## config.mk

```make
export PLATFORM = sky130hd
export DESIGN_NAME = mem_debug_port
export DESIGN_NICKNAME = d
export VERILOG_FILES = /design/src/rtl/mem_debug_port.sv
export SDC_FILE = /design/constraint.sdc
export NUM_CORES = 1
export LEC_CHECK = 0
export ABC_AREA = 1
export ABC_CLOCK_PERIOD_IN_PS = 5200
export CORE_MARGIN = 2
export CORE_UTILIZATION = 44
export DETAILED_ROUTE_END_ITERATION = 10
export HOLD_SLACK_MARGIN = 0.06
export PLACE_DENSITY = 0.66
export REMOVE_ABC_BUFFERS = 1
export SLEW_MARGIN = 10
export SYNTH_ARGS = -nofsm -noshare
export SYNTH_HDL_FRONTEND = slang
export SYNTH_SLANG_ARGS = --single-unit
export TNS_END_PERCENT = 5
```

## constraint.sdc

```tcl
create_clock -name clk -period 5.2 [get_ports clk]
set_input_delay 1.04 -clock clk [delete_from_list [all_inputs] [get_ports clk]]
set_output_delay 1.04 -clock clk [all_outputs]
set_load 0.05 [all_outputs]
```

## src/rtl/mem_debug_port.sv

```systemverilog
// Debug-side master for the data memory interface port: turns UART command bytes
// into single-cycle memory strobes and streams results back through the UART transmitter.
module mem_debug_port #(
    parameter int ADDR_LENGTH    = 11,
    parameter int DATA_LENGTH    = 16,
    parameter int TIMEOUT_CYCLES = 1000000
) (
    input  logic                   clk,
    input  logic                   rst_n,
    input  logic [7:0]             rx_data,
    input  logic                   rx_done,
    input  logic                   tx_busy,
    output logic                   tx_start,
    output logic [7:0]             tx_data,
    output logic [1:0]             wr_rd,
    output logic [ADDR_LENGTH-1:0] addr,
    output logic [DATA_LENGTH-1:0] wdata,
    input  logic [DATA_LENGTH-1:0] rdata,
    output logic                   busy
);
    localparam int TW = $clog2(TIMEOUT_CYCLES + 1);

    typedef enum logic [3:0] {
        IDLE, GET_AH, GET_AL, GET_DH, GET_DL, GET_CNT,
        MEM_WR, MEM_RD, MEM_CAP, TX_H, TX_L, TX_ACK, TX_WAIT
    } state_t;

    state_t                 state_q, state_d, ret_q, ret_d;
    logic [7:0]             cmd_q, cmd_d, ah_q, ah_d, cnt_q, cnt_d;
    logic [TW-1:0]          to_q, to_d;
    logic                   first_q, first_d;
    logic [DATA_LENGTH-1:0] rd_q, rd_d;
    logic                   tx_start_q, tx_start_d;
    logic [7:0]             tx_data_q, tx_data_d;
    logic [1:0]             wr_rd_q, wr_rd_d;
    logic [ADDR_LENGTH-1:0] addr_q, addr_d;
    logic [DATA_LENGTH-1:0] wdata_q, wdata_d;

    always_comb begin
        state_d    = state_q;
        ret_d      = ret_q;
        cmd_d      = cmd_q;
        ah_d       = ah_q;
        cnt_d      = cnt_q;
        to_d       = '0;
        first_d    = first_q;
        rd_d       = rd_q;
        tx_start_d = 1'b0;
        tx_data_d  = tx_data_q;
        wr_rd_d    = 2'b00;
        addr_d     = addr_q;
        wdata_d    = wdata_q;

        case (state_q)
            IDLE: if (rx_done) begin
                cmd_d   = rx_data;
                state_d = (rx_data == 8'h01 || rx_data == 8'h02 || rx_data == 8'h03) ? GET_AH : TX_ACK;
            end
            GET_AH: if (rx_done) begin
                ah_d    = rx_data;
                state_d = GET_AL;
            end
            GET_AL: if (rx_done) begin
                addr_d = ADDR_LENGTH'({ah_q, rx_data});
                case (cmd_q)
                    8'h01:   state_d = MEM_RD;
                    8'h02:   state_d = GET_DH;
                    default: state_d = GET_CNT;
                endcase
            end
            GET_DH: if (rx_done) begin
                wdata_d = {rx_data, wdata_q[7:0]};
                state_d = GET_DL;
            end
            GET_DL: if (rx_done) begin
                wdata_d = {wdata_q[15:8], rx_data};
                state_d = MEM_WR;
            end
            GET_CNT: if (rx_done) begin
                cnt_d   = rx_data;
                state_d = (rx_data == 8'h00) ? TX_ACK : MEM_RD;
            end
            MEM_WR:  state_d = TX_ACK;
            MEM_RD: begin
                rd_d    = rdata;
                state_d = MEM_CAP;
            end
            MEM_CAP: state_d = TX_H;
            TX_H: if (tx_start_q) begin
                ret_d   = TX_L;
                first_d = 1'b1;
                state_d = TX_WAIT;
            end
            TX_L: if (tx_start_q) begin
                if (cmd_q == 8'h01) begin
                    ret_d = IDLE;
                end else begin
                    cnt_d = cnt_q - 8'd1;
                    ret_d = (cnt_q == 8'd1) ? TX_ACK : MEM_RD;
                end
                first_d = 1'b1;
                state_d = TX_WAIT;
            end
            TX_ACK: if (tx_start_q) begin
                ret_d   = IDLE;
                first_d = 1'b1;
                state_d = TX_WAIT;
            end
            TX_WAIT: begin
                // First cycle only gives tx_busy time to rise after tx_start.
                if (first_q) begin
                    first_d = 1'b0;
                end else if (!tx_busy) begin
                    state_d = ret_q;
                    if (ret_q == MEM_RD)
                        addr_d = addr_q + {{(ADDR_LENGTH-1){1'b0}}, 1'b1};
                end
            end
            default: state_d = IDLE;
        endcase

        // Inter-byte timeout; the counter restarts on every received byte.
        if (state_q inside {GET_AH, GET_AL, GET_DH, GET_DL, GET_CNT} && !rx_done) begin
            if (to_q == TW'(TIMEOUT_CYCLES - 1))
                state_d = IDLE;
            else
                to_d = to_q + {{(TW-1){1'b0}}, 1'b1};
        end

        if (state_d == MEM_WR) wr_rd_d = 2'b10;
        if (state_d == MEM_RD) wr_rd_d = 2'b01;

        // A reply byte is launched on the edge entering (or while parked in) a TX state.
        if (state_d inside {TX_H, TX_L, TX_ACK} && !tx_busy) begin
            tx_start_d = 1'b1;
            case (state_d)
                TX_H:    tx_data_d = rd_q[15:8];
                TX_L:    tx_data_d = rd_q[7:0];
                default: tx_data_d = (cmd_d == 8'h02 || cmd_d == 8'h03) ? 8'hAA : 8'hEE;
            endcase
        end
    end

    always_ff @(posedge clk or negedge rst_n) begin
        if (!rst_n) begin
            state_q    <= IDLE;
            ret_q      <= IDLE;
            cmd_q      <= '0;
            ah_q       <= '0;
            cnt_q      <= '0;
            to_q       <= '0;
            first_q    <= 1'b0;
            rd_q       <= '0;
            tx_start_q <= 1'b0;
            tx_data_q  <= '0;
            wr_rd_q    <= 2'b00;
            addr_q     <= '0;
            wdata_q    <= '0;
        end else begin
            state_q    <= state_d;
            ret_q      <= ret_d;
            cmd_q      <= cmd_d;
            ah_q       <= ah_d;
            cnt_q      <= cnt_d;
            to_q       <= to_d;
            first_q    <= first_d;
            rd_q       <= rd_d;
            tx_start_q <= tx_start_d;
            tx_data_q  <= tx_data_d;
            wr_rd_q    <= wr_rd_d;
            addr_q     <= addr_d;
            wdata_q    <= wdata_d;
        end
    end

    assign tx_start = tx_start_q;
    assign tx_data  = tx_data_q;
    assign wr_rd    = wr_rd_q;
    assign addr     = addr_q;
    assign wdata    = wdata_q;
    assign busy     = (state_q != IDLE);
endmodule

```

Word level (Yosys, flattened, before mapping)
Index checks and enable logic that the tools add are counted.
- register bits: 102
- bits of input ports: 28
- output and inout bits: 39
- logic and storage cells: 124
- $add $sub $neg: 3
- equal/unequal tests: 37
- mux-type cells: 44
- bitwise logic cells: 2
- reduce and logical (&&, ||, !) cells: 24
- operators with widths (kind ; number):
    two-way mux 4 bit ; 18
    two-way mux 8 bit ; 6
    two-way mux 11 bit ; 4
    one-hot mux 4 bit (11 select lines) ; 1
    == test 8 x 2 -> 1 bit, second input constant ; 5
    two-way mux 20 bit ; 2
    == test 4 bit, second input constant ; 8
    one-hot mux 16 bit (2 select lines) ; 1
    one-hot mux 8 bit (2 select lines) ; 2
    == test 4 x 3 -> 1 bit, second input constant ; 7
    == test 8 x 1 -> 1 bit, second input constant ; 3
    one-hot mux 11 bit (2 select lines) ; 1
    adder 20 x 1 -> 20 bit, second input constant ; 1
    == test 20 bit, second input constant ; 1
    inequality test 2 bit, second input constant ; 9
    two-way mux 16 bit ; 1
    one-hot mux 4 bit (3 select lines) ; 1
    adder 11 x 1 -> 11 bit, second input constant ; 1
    == test 4 x 2 -> 1 bit, second input constant ; 2
    logical NOT 8 bit ; 1
    AND reduction 4 bit ; 2
    subtractor 8 x 1 -> 8 bit, second input constant ; 1
    two-way mux 7 bit ; 1
    one-hot mux 3 bit (2 select lines) ; 1
    18 further kinds ; 30

Longest topological paths before layout
- word-level depth: 12
- mapped depth: 17
- gate-level depth less buffers: 16

Worst setup path after synthesis
OpenSTA, ideal clock, no wires.
- path type: in2reg
- start point: input rx_done
- end point: register tx_data_q[6], in the netlist tx_data[6]
- arrival time: 2.276 ns
- required time: 5.082 ns
- setup slack: 2.805 ns
- stages on the path: 11
- buffers on the path: 2
- cells stage by stage: buf_2 o21ai_0 nand2_1 nand2_1 a21oi_1 nor2_4 buf_4 nand4_1 nand3_2 nor2_1 nor2_1
- cells in the longest elaborated chain, start to end: 7
- elaborated cells between the ends (all ways): 23
- those cells by class: eq/ne (5); mux (13); reduce/logical (5)
- RTL lines (item ; line ; text):
    start, declared ; 11 ; input logic rx_done,
    two-way mux 4 bit (tied with other cells) ; 79 ; GET_CNT: if (rx_done) begin
    one-hot mux 4 bit (11 select lines) ; 54 ; case (state_q)
    two-way mux 4 bit ; 124 ; if (to_q == TW'(TIMEOUT_CYCLES - 1))
    two-way mux 4 bit ; 123 ; if (state_q inside {GET_AH, GET_AL, GET_DH, GET_DL, GET_CNT} && !rx_done) begin
    == test 4 bit (on tied branches) ; 134, 136 ;
    nonzero test 3 bit ; 134 ; if (state_d inside {TX_H, TX_L, TX_ACK} && !tx_busy) begin
    logical AND 1 bit ; 134 ;
    end signal, assigned ; 169 ; tx_data_q <= tx_data_d;
    end, declared ; 34 ; logic [7:0] tx_data_q, tx_data_d;
Parallel ways exist; a longest one is shown, timed or not.
A chain may end at the register's enable or synchronous reset.

Worst setup path in the final report
- start point: input rx_done
- end point: register tx_data_q[0], in the netlist tx_data[0]
- cells in the longest elaborated chain, start to end: 7
- elaborated cells between the ends (all ways): 17
- those cells by class: eq/ne (3); mux (10); reduce/logical (4)
- RTL lines (item ; line):
    two-way mux 4 bit (tied with other cells) ; 79
    one-hot mux 4 bit (11 select lines) ; 54
    two-way mux 4 bit ; 124
    two-way mux 4 bit (*) ; 123
    == test 4 bit (on tied branches) ; 134, 136
    nonzero test 3 bit ; 134
    logical AND 1 bit ; 134
Mark *: on every way between the ends. The rest lies on a longest branch, timed or not.

==> impl_metrics.env <==
export IMPL_required_ps=5440
export IMPL_critPathKind="in2reg"
export IMPL_r2r_end="addr[10]"
export IMPL_rows=40
export IMPL_syn_area_per_cell_um2=8.18
export IMPL_drt_initial_drc_count=231
export IMPL_dp_hpwl_um=8950
export IMPL_ir_drop_mv=0.262
export IMPL_syn2layout_area_growth_pct=20.0
export IMPL_switchingPower_mw=1.75
export IMPL_slew_viol_final=0
export IMPL_dieArea_um2=12900
export IMPL_critPathMaxFanout=12
export IMPL_async_flop_share_pct=100
export IMPL_slew_headroom_pct=43.9
export IMPL_fill_cells=1149
export IMPL_combPwrFrac_pct=48.2
export IMPL_cts_path_max_buffers=2
export IMPL_worstRegToRegCells=9
export IMPL_hold_end="to_q[0]"
export IMPL_initial_utilization_pct=44.6
export IMPL_syn_area_um2=5290
export IMPL_dieHeight_um=114
export IMPL_internal_power_mw=2.08
export IMPL_layout_commonest_cell="nand2_1"
export IMPL_endpoint_kind="flip-flop"
export IMPL_post_place_cells=847
export IMPL_syn_inst=647
export IMPL_dieWidth_um=114
export IMPL_finalHoldViolCount=0
export IMPL_cts_sinks=102
export IMPL_p_leak_nw=2.90
export IMPL_maxCapViolations=0
export IMPL_r2r_setup_slack_ps=2480
export IMPL_place_gp_congestion=0.871
export IMPL_yosysSeqAreaShare_pct=48.2
export IMPL_antennaDiodeCount=0
export IMPL_drive_gt1_share_pct=9.92
export IMPL_wl_per_cell_um=14.2
export IMPL_pre_cts_ws_ps=1590
export IMPL_min_period_over_period_pct=62.0
export IMPL_instances_no_fill=863
export IMPL_seq_power_share_pct=34.0
export IMPL_synth_cell_types=41
export IMPL_core_area_um2=11900
export IMPL_fin_tns_setup_ps=0
export IMPL_grt_usage_pct=20.3
export IMPL_nNetsFinal=743
export IMPL_htree_levels=3
export IMPL_fin_crit_ps=3220
export IMPL_drt_wl_total_um=12300
export IMPL_cts_setup_buffers=0
export IMPL_r2r_start="state_q[1]"
export IMPL_final_cell_mix="nand2_1 (159), dfrtp_1 (102), o21ai_0 (68), nor2_1 (68)"
export IMPL_grt_pass1_vias=4350
export IMPL_power_frac_clock_pct=17.8
export IMPL_ys_warn_count=0
export IMPL_min_from="to_q[0]"
export IMPL_status="finished, final reports clean"
export IMPL_start_kind="primary input"
export IMPL_synth_main_ff_cell="dfrtp_1"
export IMPL_cts_resized=0
export IMPL_antenna_found_initial=0
export IMPL_viasPerCell=5.12
export IMPL_synth_edf_count=0
export IMPL_io_buffer_count=66
export IMPL_fmax_mhz=310
export IMPL_tightest_slew_ps=839
export IMPL_antenna_left=0
export IMPL_drtPass1Iterations=4
export IMPL_power_density_nw_per_um2=603
export IMPL_grt_first_pass_wirelength_um=20800
export IMPL_fin_worst_skew_ps=8.84
export IMPL_ctsRootBufferMaster="clkbuf_16"
export IMPL_route_vias_total=4415
export IMPL_whs_ps=474
export IMPL_tritoncts="done"
export IMPL_cts_buffers=9
export IMPL_setup_ws_ps=1980
export IMPL_cts_clk_slew_worst_paths_ps=60
export IMPL_whs_path_depth=1
export IMPL_p_sw_share_pct=45.7
export IMPL_crit_arrival_ps=3470
export IMPL_setup_viol=0
export IMPL_io_pins=67
export IMPL_synth_seq_cells=102
export IMPL_grt_max_degree=61
export IMPL_drc=0
export IMPL_holdBufCountCts=0
export IMPL_min_path_type="reg2reg"
export IMPL_rsz0062_at_grt="false"
export IMPL_overflow=0
export IMPL_clock_latency_ps=350
## layout make-up
class                   count  area [um^2]  share of cell area (%)
flip-flops and latches    102         2550                    40.2
multi-input cells         453         2360                    37.1
repair buffers             67          666                    10.5
inverters                  78          295                    4.65
clock buffers              11          243                    3.82
well taps                 147          184                    2.89
clock inverters             5         56.3                   0.886
## per-stage QoR
step	power (mW)	utilization (%)	instance area (um^2)
6_report	3.83	53.6	6350
5_1_grt	4.12	53.6	6350
4_1_cts	3.87	53.6	6350
3_5_place_dp	3.17	51.1	6060
3_3_place_gp	3.12	51.1	6060
2_1_floorplan	2.61	-	5210
## power by group through the flow
stage | registers (mW) | logic (mW) | clock network, mW
4_1_cts | 1.30 | 1.86 | 0.701
6_report | 1.30 | 1.85 | 0.681
3_3_place_gp | 1.31 | 1.81 | 0
5_1_grt | 1.34 | 2.04 | 0.731
2_1_floorplan | 1.68 | 0.927 | 0
3_5_place_dp | 1.31 | 1.85 | 0
## cells by family (layout without fill, tap and decap cells)
| logic type | after synthesis | count (layout) | share of synthesized area [%] |
|---|---|---|---|
| fa+ha+maj | 4 | 4 | 0.945 |
| compound gates | 108 | 108 | 11.1 |
| mux | 16 | 16 | 3.40 |
| buf+inv | 92 | 161 | 7.23 |
| flops | 102 | 102 | 48.2 |
| xor+xnor | 13 | 13 | 2.15 |
| simple gates | 312 | 312 | 26.9 |
## flip-flops by register name, summed over array words and instances (netlist names)
signal and count:
ah_q 3, cmd_q 8, rd_q 16, first_q 1, state_q 4, to_q 20, tx_start 1, wr_rd 2
cnt_q 8, ret_q 4, tx_data 8, wdata 16, addr 11
## how the worst max path moves through the flow
| stage | startpoint | end | slack [ps] | cells after the start |
|---|---|---|---|---|
| floorplan | tx_busy | tx_data[0] | 2690 | 10 |
| global placement | rx_done | tx_data[4] | 1720 | 12 |
| detailed placement | rx_done | tx_data[5] | 1590 | 12 |
| CTS | rx_done | tx_data[0] | 1970 | 12 |
| global route | rx_done | tx_data[7] | 1640 | 12 |
| finish | rx_done | tx_data[0] | 1980 | 12 |
## per-layer routing
| metal | track usage [%] | vias up | wire length (um) |
|---|---|---|---|
| met5 | 0 | - | 0 |
| met4 | 6.59 | 0 | 175 |
| met3 | 4.46 | 14 | 537 |
| met2 | 34.2 | 94 | 5950 |
| met1 | 26.2 | 2087 | 5630 |
| li1 | - | 2220 | - |
## cells in the mapped netlist, types with 3 or more instances
cell type	count	share of area, %
mux2_2	16	3.4
o22ai_1	5	0.59
a22oi_1	3	0.43
nand4_1	12	1.4
dfrtp_1	102	48
nor2_1	68	4.8
a21oi_1	17	1.6
o21ai_0	68	6.4
inv_1	65	4.6
nor2_2	5	0.59
inv_2	9	0.64
nand2_1	159	11
nor3_1	11	1.0
xor2_1	12	2.0
nand3_1	34	3.2
buf_2	4	0.38
nand3_2	3	0.57
ha_1	4	0.95
clkbuf_1	5	0.35
buf_6	3	0.64
nor2_4	7	1.5
o21ai_1	3	0.28
clkinv_1	3	0.21
nand2_4	5	1.1
## critical path: stages
cell             delay, ps
clkdlybuf4s50_1        830
inv_1                  210
nand2_1                130
nand3_1                 80
nand2_1                 70
inv_1                   50
nand4_1                100
o21bai_1               130
a21oi_2                450
inv_1                  210
nand2_1                110
nand2_1                 50
No activity file was read; power rests on OpenSTA's default activity.
